$ cat config.mk
export PLATFORM = sky130hd
export DESIGN_NAME = bubble_sort_ctrl
export DESIGN_NICKNAME = d
export VERILOG_FILES = /design/src/rtl/bubble_sort_ctrl.sv
export SDC_FILE = /design/constraint.sdc
export NUM_CORES = 1
export LEC_CHECK = 0
export BUFFER_PORTS_ARGS = -buffer_cell sky130_fd_sc_hd__buf_2
export CAP_MARGIN = 20
export CORE_MARGIN = 5
export CORE_UTILIZATION = 35
export CTS_CLUSTER_SIZE = 40
export DETAILED_ROUTE_END_ITERATION = 7
export GPL_TIMING_DRIVEN = 1
export RECOVER_POWER = 50
export SLEW_MARGIN = 0
export SYNTH_ARGS = -nofsm -noshare
export SYNTH_HDL_FRONTEND = slang
export SYNTH_SLANG_ARGS = --single-unit
$ cat constraint.sdc
create_clock -name clk -period 8.35 [get_ports clk]
set_input_delay 0.835 -clock clk [delete_from_list [all_inputs] [get_ports clk]]
set_output_delay 0.835 -clock clk [all_outputs]
set_load 0.1 [all_outputs]
$ cat src/rtl/bubble_sort_ctrl.sv
// Serial bubble-sort engine: loads N unsigned words, sorts them in place with one
// compare-exchange per clock, then streams them out in ascending order.
module bubble_sort_ctrl #(
  parameter int N = 8,
  parameter int W = 4
) (
  input  logic         clk,
  input  logic         rst,
  input  logic         in_valid,
  output logic         in_ready,
  input  logic [W-1:0] in_data,
  output logic         out_valid,
  input  logic         out_ready,
  output logic [W-1:0] out_data,
  output logic         busy
);

  localparam int CW = $clog2(N) + 1;
  localparam int AW = $clog2(N);
  localparam logic [CW-1:0] LAST_IDX  = CW'(N - 1);
  localparam logic [CW-1:0] LAST_PASS = CW'(N - 2);

  typedef enum logic [1:0] {LOAD, SORT, DRAIN} state_t;

  state_t        state, state_nxt;
  logic [W-1:0]  mem [N];
  logic [CW-1:0] wr_idx, rd_idx, j, pass;
  logic          swapped;

  logic [AW-1:0] wr_a, rd_a, ja, jb;
  logic [CW-1:0] last_j;
  logic          accept, xfer, do_swap, pass_end, sort_exit;

  assign wr_a     = wr_idx[AW-1:0];
  assign rd_a     = rd_idx[AW-1:0];
  assign ja       = j[AW-1:0];
  assign jb       = ja + AW'(1);
  assign last_j   = LAST_PASS - pass;
  // Strict compare keeps equal words in place, so the sort is stable.
  assign do_swap  = mem[ja] > mem[jb];
  assign pass_end = (j == last_j);
  assign sort_exit = pass_end && (!(swapped || do_swap) || (pass == LAST_PASS));
  assign out_data = mem[rd_a];

  always_ff @(posedge clk) begin
    if (rst) state <= LOAD;
    else     state <= state_nxt;
  end

  always_comb begin
    state_nxt = state;
    in_ready  = 1'b0;
    out_valid = 1'b0;
    busy      = 1'b0;
    accept    = 1'b0;
    xfer      = 1'b0;
    case (state)
      LOAD: begin
        in_ready = 1'b1;
        accept   = in_valid;
        if (accept && (wr_idx == LAST_IDX)) state_nxt = SORT;
      end
      SORT: begin
        busy = 1'b1;
        if (sort_exit) state_nxt = DRAIN;
      end
      DRAIN: begin
        out_valid = 1'b1;
        xfer      = out_ready;
        if (xfer && (rd_idx == LAST_IDX)) state_nxt = LOAD;
      end
      default: state_nxt = LOAD;
    endcase
  end

  always_ff @(posedge clk) begin
    if (rst) begin
      wr_idx  <= '0;
      rd_idx  <= '0;
      j       <= '0;
      pass    <= '0;
      swapped <= 1'b0;
    end else begin
      case (state)
        LOAD: begin
          if (accept) begin
            if (wr_idx == LAST_IDX) begin
              wr_idx  <= '0;
              j       <= '0;
              pass    <= '0;
              swapped <= 1'b0;
            end else begin
              wr_idx <= wr_idx + CW'(1);
            end
          end
        end
        SORT: begin
          if (pass_end) begin
            pass    <= pass + CW'(1);
            j       <= '0;
            swapped <= 1'b0;
          end else begin
            j       <= j + CW'(1);
            swapped <= swapped | do_swap;
          end
        end
        DRAIN: begin
          if (xfer) begin
            if (rd_idx == LAST_IDX) begin
              rd_idx <= '0;
              wr_idx <= '0;
            end else begin
              rd_idx <= rd_idx + CW'(1);
            end
          end
        end
        default: ;
      endcase
    end
  end

  // Word storage carries no reset; its contents only become visible in DRAIN.
  always_ff @(posedge clk) begin
    if (state == LOAD && accept) begin
      mem[wr_a] <= in_data;
    end else if (state == SORT && do_swap) begin
      mem[ja] <= mem[jb];
      mem[jb] <= mem[ja];
    end
  end

endmodule

==> summary by stage <==
Critical path
For the worst setup path, the data required time is 8.28 ns. The critical path goes through ha_1, mux4_2, nand2_1, nand2_1, inv_1, ha_1, nand2_1, a21oi_1, o221ai_2, clkbuf_1, o21ai_0. The worst setup path is of the register to register kind.

The cell type group with the largest total delay on the critical path is buffers and inverters. By instance count, the cell type seen most on the critical path is sky130_fd_sc_hd__nand2_1. The worst setup path is captured at a register. The standard cell with the maximum stage delay on the critical path is sky130_fd_sc_hd__clkbuf_1. The data arrival time of the critical path is 5.39 ns. Together, buffers and inverters on the worst path number 2. The maximum cell stage delay along the critical path is 1.30 ns. Along the worst path, the maximum fanout reaches 45. STA classifies the critical path startpoint as a register.

Timing
Adding up every negative setup slack in the final design gives 0 ns. The transition time at the pin with the least slew margin is 1.777 ns. The final worst-path cycle share is 0.6538.

The relative slew slack is -0.1846. Derived from the worst setup path, the maximum achievable clock frequency is 183.2 MHz. The clock skew is 0.007564 ns.

Setup repair after global routing left no endpoint under its margin. Across all setup checks in the final design, the least slack found is 2.890 ns. The number of failing setup endpoints in the final timing report is 0. The final-report hold violation count was 0. The total count of max-transition violations in the final report is 46. The post-route minimum period is 5.460 ns.

CTS
The number of hold-repair buffers added at the cts stage is 0. The post-cts repair resize count is 0. The clock reaches the later pin of the worst-skew pair after 0.34 ns. The total number of clock tree sinks is 57.

The number of buffers inserted during clock tree synthesis is 9. In this run the number of H-tree levels came out at 3. The number of setup buffers added after CTS is 0. The CTS tree is done. The buffer levels on the longest clock path is 2. After clock tree synthesis, the clock-pin slew on the worst setup and hold paths is 0.07 ns. The CTS root buffer is sky130_fd_sc_hd__clkbuf_8.

Synthesis
The synthesized cell area is 3794 um^2. For this run, the register share of the synthesized area comes to 0.3852. The net count after synthesis is 394.

Yosys printed 0 warnings. The fraction of synthesis flops using an asynchronous set or reset pin is 0. Counting flops with a built-in enable in the synthesized netlist gives 32. The register bit total from synthesis is 57. The unique cell type count in the Yosys netlist is 53. The gate count after technology mapping is 376. The predominant post-synthesis flop cell is sky130_fd_sc_hd__edfxtp_1. The synthesized area divided by synthesized cell count is 10.09 um^2.

Power
Power spread over the standard cell area amounts to 146.1 nW/um^2. The cell leakage power is 1.444 nW. The final total power is 0.6016 mW. IR analysis of the VDD net gives a maximum drop of 69.76 uV.

Die
The region available for standard cell placement spans 10750 um^2. The initialized floorplan defines 38 standard-cell rows. The die footprint is 13020 um^2.

The total I/O pin count is 15. For this configuration, the core starts out at a cell density of 0.3531. The width of the chip is 114.1 um. The height of the die is 114.1 um.

Placement
The half-perimeter wire length after placement is 7296 um. Input and output buffers added on the ports amount to 14. The worst setup slack before clock tree synthesis is 4.084 ns.

The final weighted congestion in routability-driven placement is 0.8499.

Final layout
The library cell used most frequently in the layout, excluding fill and tap cells, is sky130_fd_sc_hd__nor2_1. The share of post-route cells with drive strength above 1 is 0.1602. The library cells used most frequently in the layout, excluding fill and tap cells, are sky130_fd_sc_hd__nor2_1, sky130_fd_sc_hd__edfxtp_1, sky130_fd_sc_hd__nand2_1. From synthesis to final layout, the design area changed by 8.542%.

At the end of the flow the core is filled with cells to 0.3832. The repair_antennas step left the layout with diodes totalling 0. The final layout contains 400 nets.

Route
The iteration count of the initial detailed-routing pass is 5. The per-cell routed wire length is 18.57 um. In the routed design, unresolved DRC markers number 0.

The count of nets left with antenna violations once routing finished came out at 0. After detailed routing, the number of vias per cell comes to 5.877. The final route contains 3097 vias. The violation count after the first detailed-route iteration is 300.

After detailed routing, the total wire length is 9788 um.

Status
The final reports fail on max-capacitance violations, max-slew violations. The flow ran to the end, but the final reports show violations.

Min path
The tightest min-delay check is of the register to register type.

Global routing
The remaining global-route overflow is 0. Entering global routing, the biggest net connects 46 pins. The via count of the first global-routing pass is 2962. The first-pass GRT wire length is 16200 um. The overall routing resource usage is 0.1583.

The initial antenna violation count came to 0.

Run
The tool flagged a number of max-cap violations equal to 1.
power breakdown:
part           leakage (nW)  internal (mW)  total [mW]  switching, mW
Sequential            0.492          0.300       0.305        0.00429
Combinational         0.850         0.0177      0.0533         0.0357
Clock                 0.102          0.125       0.244          0.118
Total                  1.44          0.444       0.602          0.158
metrics by stage:
| step | area, um^2 | hold WS [ns] | std cells |
|---|---|---|---|
| 2_1_floorplan | 3794 | 0.4539 | 376 |
| 3_3_place_gp | 3963 | 0.4770 | 511 |
| 3_5_place_dp | 3963 | 0.4741 | 511 |
| 4_1_cts | 4149 | 0.4873 | 527 |
| 5_1_grt | 4118 | 0.5233 | 527 |
| 6_report | 4118 | 0.4899 | 527 |
layout make-up:
| cell class | count | area [um^2] |
|---|---|---|
| clock buffer | 10 | 148.9 |
| multi-input combinational | 283 | 2167 |
| tap | 140 | 175.2 |
| clock inverter | 6 | 37.54 |
| sequential | 57 | 1461 |
| timing repair buffer | 16 | 71.32 |
| fill | 1084 | 6628 |
| inverter | 15 | 56.30 |
routing by layer:
layer  track usage  part of all wire  vias to the layer above
met5             0                 0                        -
met4       0.04513             0.021                        0
met3       0.03171             0.068                       21
met2        0.2510              0.48                      131
met1        0.2205              0.43                     1504
li1              -                 -                     1441
worst reg2reg max path: stages, from the launching register on:
cell and delay [ns]:
sky130_fd_sc_hd__dfxtp_1 0.80, sky130_fd_sc_hd__ha_1 0.68, sky130_fd_sc_hd__mux4_2 0.60, sky130_fd_sc_hd__nand2_1 0.07, sky130_fd_sc_hd__nand2_1 0.19, sky130_fd_sc_hd__inv_1 0.11, sky130_fd_sc_hd__ha_1 0.24, sky130_fd_sc_hd__nand2_1 0.12
sky130_fd_sc_hd__a21oi_1 0.08, sky130_fd_sc_hd__o221ai_2 0.18, sky130_fd_sc_hd__clkbuf_1 1.30, sky130_fd_sc_hd__o21ai_0 0.69
worst paths after layout:
kind / startpoint / end / slack [ns] / depth (start not counted)
worst max register to register: j[0] / mem[7][1] / 2.89 / 11
worst min register to register: wr_idx[3] / wr_idx[3] / 0.49 / 2
worst max-delay path: j[0] / mem[7][1] / 2.89 / 11
worst min-delay path: wr_idx[3] / wr_idx[3] / 0.49 / 2
cell usage after synthesis, drive strengths merged (3+ instances only):
cell type	instances	area share
nand2b	8	0.013
inv	15	0.015
o21ai	13	0.017
clkbuf	14	0.014
nor2	66	0.065
xnor2	4	0.0092
o32ai	3	0.0069
o31ai	25	0.049
dfxtp	25	0.13
a21oi	17	0.022
or3	3	0.0053
mux2i	8	0.021
nand3	10	0.016
mux4	24	0.14
edfxtp	32	0.25
xor2	4	0.013
ha	10	0.033
a31oi	8	0.013
buf	7	0.012
mux2	10	0.032
o22ai	5	0.0082
nand2	27	0.027
nor3	6	0.0079
or4	3	0.0059
logic make-up after synthesis:
kind of cell | after synthesis | synth area share
flops | 57 | 0.3852
mux | 42 | 0.1962
fa+ha+maj | 10 | 0.03298
buf+inv | 36 | 0.04057
simple gates | 140 | 0.1751
xor+xnor | 9 | 0.02869
compound gates | 82 | 0.1412
Power figures use the tool's default switching activity.
